$ cat src/rtl/cv_bus_pkg.sv
// cv_bus_pkg: shared types and constants for the Colecovision bus-cycle initiator
package cv_bus_pkg;

    typedef enum logic [2:0] {
        S_IDLE, S_T1, S_T2, S_TWA, S_TW, S_T3, S_RF1, S_RF2
    } state_e;

    typedef enum logic [2:0] {
        MEM_RD, MEM_WR, IO_RD, IO_WR, REFRESH
    } cycle_e;

    typedef struct packed {
        logic mreq_n;
        logic iorq_n;
        logic rd_n;
        logic wr_n;
        logic rfsh_n;
    } strobes_t;

    localparam int unsigned IO_AUTO_WAITS = 1;
    localparam strobes_t    STROBES_IDLE  = '1;

    function automatic cycle_e cycle_of(input logic we, input logic io);
        return io ? (we ? IO_WR : IO_RD) : (we ? MEM_WR : MEM_RD);
    endfunction

endpackage

$ cat src/rtl/cv_refresh_timer.sv
// cv_refresh_timer: counts enabled T-states and raises a single pending-refresh flag at each wrap
module cv_refresh_timer #(
    parameter int unsigned INTERVAL = 128
) (
    input  logic clk_i,
    input  logic reset_n_i,
    input  logic en_i,
    input  logic clr_i,
    output logic pending_o
);

    localparam int unsigned     CW   = (INTERVAL > 1) ? $clog2(INTERVAL) : 1;
    localparam logic [CW-1:0]   LAST = CW'(INTERVAL - 1);

    logic [CW-1:0] cnt_q, cnt_d;
    logic          pending_q, pending_d, wrap;

    // wrap detection; a wrap on the same edge as a clear keeps the flag set so no refresh is lost
    always_comb begin
        wrap      = en_i && (INTERVAL != 0) && (cnt_q == LAST);
        cnt_d     = !en_i ? cnt_q : (wrap ? '0 : cnt_q + 1'b1);
        pending_d = wrap || (pending_q && !clr_i);
    end

    // counter and pending flag
    always_ff @(posedge clk_i or negedge reset_n_i) begin
        if (!reset_n_i) begin
            cnt_q     <= '0;
            pending_q <= 1'b0;
        end else begin
            cnt_q     <= cnt_d;
            pending_q <= pending_d;
        end
    end

    assign pending_o = pending_q;

endmodule

$ cat src/rtl/cv_bus_master.sv
// cv_bus_master: Z80-style memory/I-O/refresh bus cycles driven from a req/ack handshake
module cv_bus_master
    import cv_bus_pkg::*;
#(
    parameter int unsigned REFRESH_INTERVAL = 128
) (
    input  logic        clk_i,
    input  logic        reset_n_i,
    input  logic        clk_en_i,
    input  logic        req_i,
    input  logic        we_i,
    input  logic        io_i,
    input  logic [15:0] addr_i,
    input  logic [7:0]  wdata_i,
    output logic        ack_o,
    output logic [7:0]  rd_data_o,
    output logic        busy_o,
    output logic [15:0] a_o,
    output logic [7:0]  d_o,
    output logic        d_oe_o,
    input  logic [7:0]  d_i,
    output logic        mreq_n_o,
    output logic        iorq_n_o,
    output logic        rd_n_o,
    output logic        wr_n_o,
    output logic        rfsh_n_o,
    input  logic        wait_n_i
);

    state_e      state_q, state_d;
    cycle_e      cycle_q, cycle_d;
    strobes_t    stb_q, stb_d;
    logic [15:0] a_q, a_d;
    logic [7:0]  d_q, d_d, rd_data_q, rd_data_d;
    logic [6:0]  r_q, r_d;
    logic        d_oe_q, d_oe_d, busy_q, busy_d, ack_q, ack_d;
    logic        pending, rfsh_clr;
    logic        mem_d, io_d, rd_d, wr_d, bus_all, bus_late;

    cv_refresh_timer #(.INTERVAL(REFRESH_INTERVAL)) u_timer (
        .clk_i     (clk_i),
        .reset_n_i (reset_n_i),
        .en_i      (clk_en_i),
        .clr_i     (rfsh_clr),
        .pending_o (pending)
    );

    // state, cycle type and bus address/data registers
    always_ff @(posedge clk_i or negedge reset_n_i) begin
        if (!reset_n_i) begin
            state_q   <= S_IDLE;
            cycle_q   <= MEM_RD;
            stb_q     <= STROBES_IDLE;
            a_q       <= '0;
            d_q       <= '0;
            d_oe_q    <= 1'b0;
            busy_q    <= 1'b0;
            ack_q     <= 1'b0;
            rd_data_q <= '0;
            r_q       <= '0;
        end else begin
            state_q   <= state_d;
            cycle_q   <= cycle_d;
            stb_q     <= stb_d;
            a_q       <= a_d;
            d_q       <= d_d;
            d_oe_q    <= d_oe_d;
            busy_q    <= busy_d;
            ack_q     <= ack_d;
            rd_data_q <= rd_data_d;
            r_q       <= r_d;
        end
    end

    // next state; refresh beats a request in IDLE, and the request is latched on leaving IDLE
    always_comb begin
        state_d  = state_q;
        cycle_d  = cycle_q;
        a_d      = a_q;
        d_d      = d_q;
        rfsh_clr = 1'b0;
        if (clk_en_i) begin
            case (state_q)
                S_IDLE: begin
                    if (pending) begin
                        state_d  = S_RF1;
                        cycle_d  = REFRESH;
                        a_d      = {9'h000, r_q};
                        rfsh_clr = 1'b1;
                    end else if (req_i) begin
                        state_d = S_T1;
                        cycle_d = cycle_of(we_i, io_i);
                        a_d     = addr_i;
                        d_d     = wdata_i;
                    end
                end
                S_T1:        state_d = S_T2;
                S_T2:        state_d = ((cycle_q inside {IO_RD, IO_WR}) && IO_AUTO_WAITS != 0) ? S_TWA :
                                       (wait_n_i ? S_T3 : S_TW);
                S_TWA, S_TW: state_d = wait_n_i ? S_T3 : S_TW;
                S_RF1:       state_d = S_RF2;
                default:     state_d = S_IDLE;
            endcase
        end
    end

    // registered outputs decoded from the state being entered so strobes line up with the T-state
    always_comb begin
        mem_d       = cycle_d inside {MEM_RD, MEM_WR};
        io_d        = cycle_d inside {IO_RD, IO_WR};
        rd_d        = cycle_d inside {MEM_RD, IO_RD};
        wr_d        = cycle_d inside {MEM_WR, IO_WR};
        bus_late    = state_d inside {S_T2, S_TWA, S_TW, S_T3};
        bus_all     = bus_late || state_d == S_T1;
        stb_d       = STROBES_IDLE;
        stb_d.mreq_n = !((mem_d && bus_all) || state_d == S_RF2);
        stb_d.iorq_n = !(io_d && bus_late);
        stb_d.rd_n   = !(rd_d && (mem_d ? bus_all : bus_late));
        stb_d.wr_n   = !(wr_d && bus_late);
        stb_d.rfsh_n = !(state_d inside {S_RF1, S_RF2});
        d_oe_d      = wr_d && bus_all;
        busy_d      = state_d != S_IDLE;
        ack_d       = clk_en_i && state_q == S_T3;
        rd_data_d   = (ack_d && (cycle_q inside {MEM_RD, IO_RD})) ? d_i : rd_data_q;
        r_d         = (clk_en_i && state_q == S_RF2) ? r_q + 7'd1 : r_q;
    end

    assign ack_o     = ack_q;
    assign rd_data_o = rd_data_q;
    assign busy_o    = busy_q;
    assign a_o       = a_q;
    assign d_o       = d_q;
    assign d_oe_o    = d_oe_q;
    assign mreq_n_o  = stb_q.mreq_n;
    assign iorq_n_o  = stb_q.iorq_n;
    assign rd_n_o    = stb_q.rd_n;
    assign wr_n_o    = stb_q.wr_n;
    assign rfsh_n_o  = stb_q.rfsh_n;

endmodule

$ cat config.mk
export PLATFORM = sky130hd
export DESIGN_NAME = cv_bus_master
export DESIGN_NICKNAME = d
export VERILOG_FILES = /design/src/rtl/cv_bus_pkg.sv /design/src/rtl/cv_refresh_timer.sv /design/src/rtl/cv_bus_master.sv
export SDC_FILE = /design/constraint.sdc
export NUM_CORES = 1
export LEC_CHECK = 0
export ABC_AREA = 1
export BUFFER_PORTS_ARGS = -buffer_cell sky130_fd_sc_hd__buf_2
export CAP_MARGIN = 0
export CORE_MARGIN = 4
export CORE_UTILIZATION = 45
export DETAILED_ROUTE_END_ITERATION = 8
export HOLD_SLACK_MARGIN = 0.06
export PLACE_DENSITY = 0.75
export SETUP_SLACK_MARGIN = 0.1
export SYNTH_ARGS = -nofsm -noshare
export SYNTH_HDL_FRONTEND = slang
export SYNTH_SLANG_ARGS = --single-unit
$ cat constraint.sdc
create_clock -name clk_i -period 2.05 [get_ports clk_i]
set_input_delay 0 -clock clk_i [delete_from_list [all_inputs] [get_ports clk_i]]
set_output_delay 0 -clock clk_i [all_outputs]
set_load 0.01 [all_outputs]
=== Word level (Yosys, flattened, before mapping) ===
Index checks and enable logic that the tools add are counted.

* Memory bits (read-only): 0
* Register bits: 61
* Input bits: 39
* Logic and storage cells: 94
* Memories: 0
* Bits in writable memories: 0
* Bits in latches: 0

* Eq/ne operators: 20
* Shift-type cells: 0
* Add/subtract/negate cells: 2
* Magnitude comparators: 0
* Muxes and demuxes: 20
* Multipliers: 0
* Divide/modulo/power cells: 0
* Bitwise gates (word level): 1
* Reductions and logical operators: 35

{| class="wikitable"
|+ Operators by type and width
! cell !! count
|-
| two-way mux 16 bit || 2
|-
| equality test 3 x 2 -> 1 bit (second input constant) || 8
|-
| equality test 3 bit (second input constant) || 8
|-
| two-way mux 3 bit || 8
|-
| nonzero test 2 bit || 8
|-
| one-hot mux 3 bit (5 select lines) || 1
|-
| adder 7 x 1 -> 7 bit (second input constant) || 2
|-
| logical AND 1 bit || 10
|-
| equality test 3 x 1 -> 1 bit (second input constant) || 3
|-
| zero test 3 bit || 3
|-
| equality test 7 bit (second input constant) || 1
|-
| two-way mux 1 bit || 7
|-
| two-way mux 7 bit || 1
|-
| zero test 1 bit || 6
|-
| AND reduction 4 bit || 1
|-
| nonzero test 4 bit || 1
|-
| logical OR 1 bit || 3
|-
| AND reduction 3 bit || 1
|-
| nonzero test 3 bit || 1
|-
| two-way mux 2 bit || 1
|-
| OR reduction 2 bit || 1
|-
| inverter 1 bit || 1
|}

=== Depth between registers and ports, before layout ===
* Word-level depth: 11
* Mapped depth: 12
* Mapped depth without buffers: 12

=== Cells and area by module ===
Synthesis repeated with hierarchy kept, for this count alone.

* Cells, all modules: 279
* Area, all modules: 2,677.6 µm²

{| class="wikitable"
|+ By module, submodules not included
! module !! times used !! area an instance (µm²) !! cells an instance
|-
| cv_bus_master || 1 || 2,288.4 || 231
|-
| cv_refresh_timer || 1 || 389.1 || 48
|}

=== Worst setup path before layout ===
No wires, ideal clock.

* Path type: register -> register
* From: reg state_q[1]
* To: reg d_q[7] (netlist: d_o[7])
* Stages on the path, launching flop included: 10
* Buffers on the path: 1
* Arrival time: 1.510 ns
* Data required time: 1.925 ns
* Path slack: 0.415 ns
* Library setup time: 0.125 ns
* Path through: dfrtp_1 -> inv_2 -> nand2_2 -> nor2_2 -> nand2_2 -> nor2_4 -> inv_2 -> nor2_8 -> buf_6 -> mux2_4

* Cells in the longest elaborated chain, start to end: 2

{| class="wikitable"
|+ RTL lines
! what !! RTL line !! text
|-
| from (decl) || cv_bus_master.sv:30 || <nowiki>state_e state_q, state_d;</nowiki>
|-
| from (signal assigned) || cv_bus_master.sv:62 || <nowiki>state_q <= state_d;</nowiki>
|-
| zero test 3 bit || cv_bus_master.sv:83 || <nowiki>case (state_q)</nowiki>
|-
| AND reduction 4 bit (no line) || n/a ||
|-
| to (signal assigned) || cv_bus_master.sv:55 || <nowiki>d_q <= '0;</nowiki>
|-
| to (signal assigned) || cv_bus_master.sv:66 || <nowiki>d_q <= d_d;</nowiki>
|-
| to (decl) || cv_bus_master.sv:34 || <nowiki>logic [7:0] d_q, d_d, rd_data_q, rd_data_d;</nowiki>
|}

No other way between the ends.
A chain may end at the register's enable or synchronous reset.

=== Final worst setup path ===
* From: reg state_q[1]
* To: reg d_q[0] (netlist: d_o[0])

Same word-level chain as after synthesis.

==> summary.txt <==
Routing
  • Routed WL: 6.32 mm
  • Via count: 2292
  • DR iter-0 viols: 75
  • Drt pass-1 iters: 6
  • Avg WL per Cell: 13.6 µm
  • Vias per cell: 4.92
  • Residual DRC: 0
  • Post-route ant nets: 0

Floorplanning
  • Initial core utilization: 0.475
  • Core Box Area: 5610 µm²
  • I/O Pins: 79
  • Die width: 85.0 µm
  • DIE HEIGHT: 85.0 µm
  • Row cnt: 27
  • Die Area: 7220 µm²

STA
  • Max Transition Viols Final: 0
  • Worst-Margin Slew: 0.508 ns
  • Tcrit/Tclk final: 0.867
  • Sum Neg Setup Slack: 0 ns
  • Tmin final: 1.78 ns
  • Final setup fails: 0
  • Fin. Hold Viols: 0
  • Maximum clock frequency: 0.563 GHz
  • Worst Clk Skew: 0.0100 ns
  • RSZ-0062 raised after global routing: false
  • Max-slew headroom: 0.662

Yosys
  • Post-Syn Instances: 268
  • Number of library cell types mapped by synthesis: 32
  • Synth Register Bits: 61
  • Post-synth EDFFs: 0
  • Synth warnings: 0
  • Post-Syn Area: 2670 µm²
  • Asr flop ratio synth: 1.00
  • Mean post-synth cell area: 9.94 µm²
  • Mapped Nets: 309
  • Seq/Total Area, Yosys: 0.575
  • Post-synth top flop: dfrtp_1

Status
  • Status: finished clean

Clock tree
  • Post-CTS Setup Bufs: 0
  • CTS tree: done
  • Root Buffer: clkbuf_8
  • CTS buffer count: 9
  • Clock buffer depth: 2
  • Clock latency at the later pin of the worst-skew pair: 0.33 ns
  • Clock-pin transition on the worst setup and hold timing paths: 0.07 ns
  • CTS Sinks: 61
  • H-tree depth: 3

Layout
  • # fillers: 428
  • # diodes: 0
  • Nets@finish: 430
  • Layout area overhead: 39.2%
  • Layout cell share with drive strength beyond 1: 0.345

Global routing
  • Vias in the first global route: 2331
  • GR Overflow Total: 0
  • Initial antenna violation count: 0
  • First-pass GRT wire length: 10.5 mm
  • Total track usage: 0.182
  • Largest net degree at the start of global routing: 42

Placed design
  • IO buf count: 78
  • GPL Wtd Cong: 0.890
  • DP Wirelength: 4.40 mm

Pwr
  • Worst VDD drop: 750 µV
  • Total power: 5150 µW
  • LEAKAGE: 0.00189 µW
  • Power Density: 1390 nW/µm²

Worst setup path
  • Worst path required time: 2.26 ns
  • Crit start category: register
  • Worst Setup End Kind: register
  • Crit path max fanout: 17
  • Crit path kind: register to register
  • CP arrival: 1.99 ns

Flow run
  • Max-Cap Viols: 0

Hold path
  • Tightest Hold Check Type: primary input to register
==> synth_stat cells (2+ instances only) <==
| master | number | share of area |
|---|---|---|
| a21oi_1 | 2 | 0.0038 |
| a21oi_2 | 2 | 0.0066 |
| a31oi_1 | 7 | 0.016 |
| buf_2 | 3 | 0.0056 |
| dfrtp_1 | 56 | 0.53 |
| dfstp_2 | 5 | 0.049 |
| ha_1 | 2 | 0.0094 |
| inv_1 | 31 | 0.044 |
| inv_2 | 3 | 0.0042 |
| mux2_2 | 16 | 0.068 |
| nand2_1 | 53 | 0.075 |
| nand2_2 | 4 | 0.0094 |
| nand3_1 | 17 | 0.032 |
| nand4_1 | 3 | 0.0070 |
| nor2_1 | 22 | 0.031 |
| nor3_1 | 2 | 0.0038 |
| nor3_2 | 2 | 0.0075 |
| o21ai_0 | 18 | 0.034 |
| o21ai_1 | 2 | 0.0038 |
| xnor2_1 | 2 | 0.0066 |
| xor2_1 | 5 | 0.016 |
==> metrics by stage <==
stage | area (µm²) | util | hold WS, ns | instances | setup slack [ns]
after floorplan | 2670 | - | -0.296 | 268 | 0.415
after global placement | 3140 | 0.561 | -0.00816 | 416 | 0.344
after detailed placement | 3140 | 0.561 | -0.00744 | 416 | 0.291
after CTS | 3710 | 0.661 | 0.0668 | 466 | 0.279
after global routing | 3710 | 0.661 | 0.113 | 466 | 0.141
final | 3710 | 0.661 | 0.0700 | 466 | 0.273
==> routing by layer <==
layer,wire [µm],global-route usage,vias up
li1,-,-,1111
met1,2580,0.214,1092
met2,3260,0.316,75
met3,335,0.0408,14
met4,149,0.0835,0
met5,0,0,-
==> registers in the layout (all words and copies together), names as in the netlist <==
name               count
u_timer.cnt_q          7
a_o                   16
rd_n_o                 1
rd_data_o              8
d_o                    8
mreq_n_o               1
u_timer.pending_o      1
busy_o                 1
r_q                    7
wr_n_o                 1
iorq_n_o               1
rfsh_n_o               1
cycle_q                3
d_oe_o                 1
ack_o                  1
state_q                3
==> layout by cell type (no fill, tap or decap), types with 4 or more instances in the layout <==
master / instances
a31oi_1: 7
buf_2: 78
clkbuf_8: 10
dfrtp_1: 56
dfstp_2: 5
dlygate4sd3_1: 34
inv_1: 31
mux2_2: 16
nand2_1: 53
nand2_2: 4
nand3_1: 17
nor2_1: 22
o21ai_0: 18
xor2_1: 5
==> worst paths after layout <==
path / startpoint / slack, ns / cells after the start / end
setup reg to reg: state_q[1] / 0.27 / 8 / d_o[0]
hold reg to reg: u_timer.cnt_q[6] / 0.48 / 1 / u_timer.cnt_q[6]
max in group asynchronous: reset_n_i / 1.23 / 3 / wr_n_o
min in group asynchronous: reset_n_i / 0.18 / 2 / r_q[4]
setup / recovery: state_q[1] / 0.27 / 8 / d_o[0]
hold / removal: we_i / 0.07 / 5 / cycle_q[0]
==> worst max-delay path, cell delays in order, from the launching register on <==
cell	delay, ns
dfrtp_1	0.44
inv_2	0.13
nand2_2	0.07
nor2_2	0.11
nand2_2	0.10
nor2_4	0.12
inv_2	0.08
nor2_8	0.23
mux2_2	0.38
==> report_power, final <==
group,total [µW],internal (µW),switching [µW]
sequential,2070,1740,331
clock,1180,715,460
combinational,1910,802,1100
==> kinds of logic after synthesis <==
group	Yosys count	synth area share
AOI/OAI and AO/OA	33	0.0709
xor gates and xnor gates	7	0.0230
adders and majority gates	2	0.00939
buffers and inverters	41	0.0667
DFF	61	0.575
muxes	17	0.0732
and+or+nand+nor	107	0.182
==> final cells by class <==
| class | instances | area, µm² | area share |
|---|---|---|---|
| clock buffers | 10 | 138 | 0.0371 |
| clock inverters | 6 | 86.3 | 0.0233 |
| inverters | 35 | 134 | 0.0361 |
| multi-input cells | 166 | 955 | 0.257 |
| flip-flops and latches | 61 | 1530 | 0.413 |
| well taps | 72 | 90.1 | 0.0243 |
| repair buffers | 116 | 773 | 0.209 |
==> timing repair <==
action / 4_1_cts / 5_1_grt
endpoints found under the hold margin: 90 / 0
resized for setup: 0 / 0
setup endpoints to repair: 0 / 0
hold buffers: 34 / 0
Power figures use the tool's default switching activity.
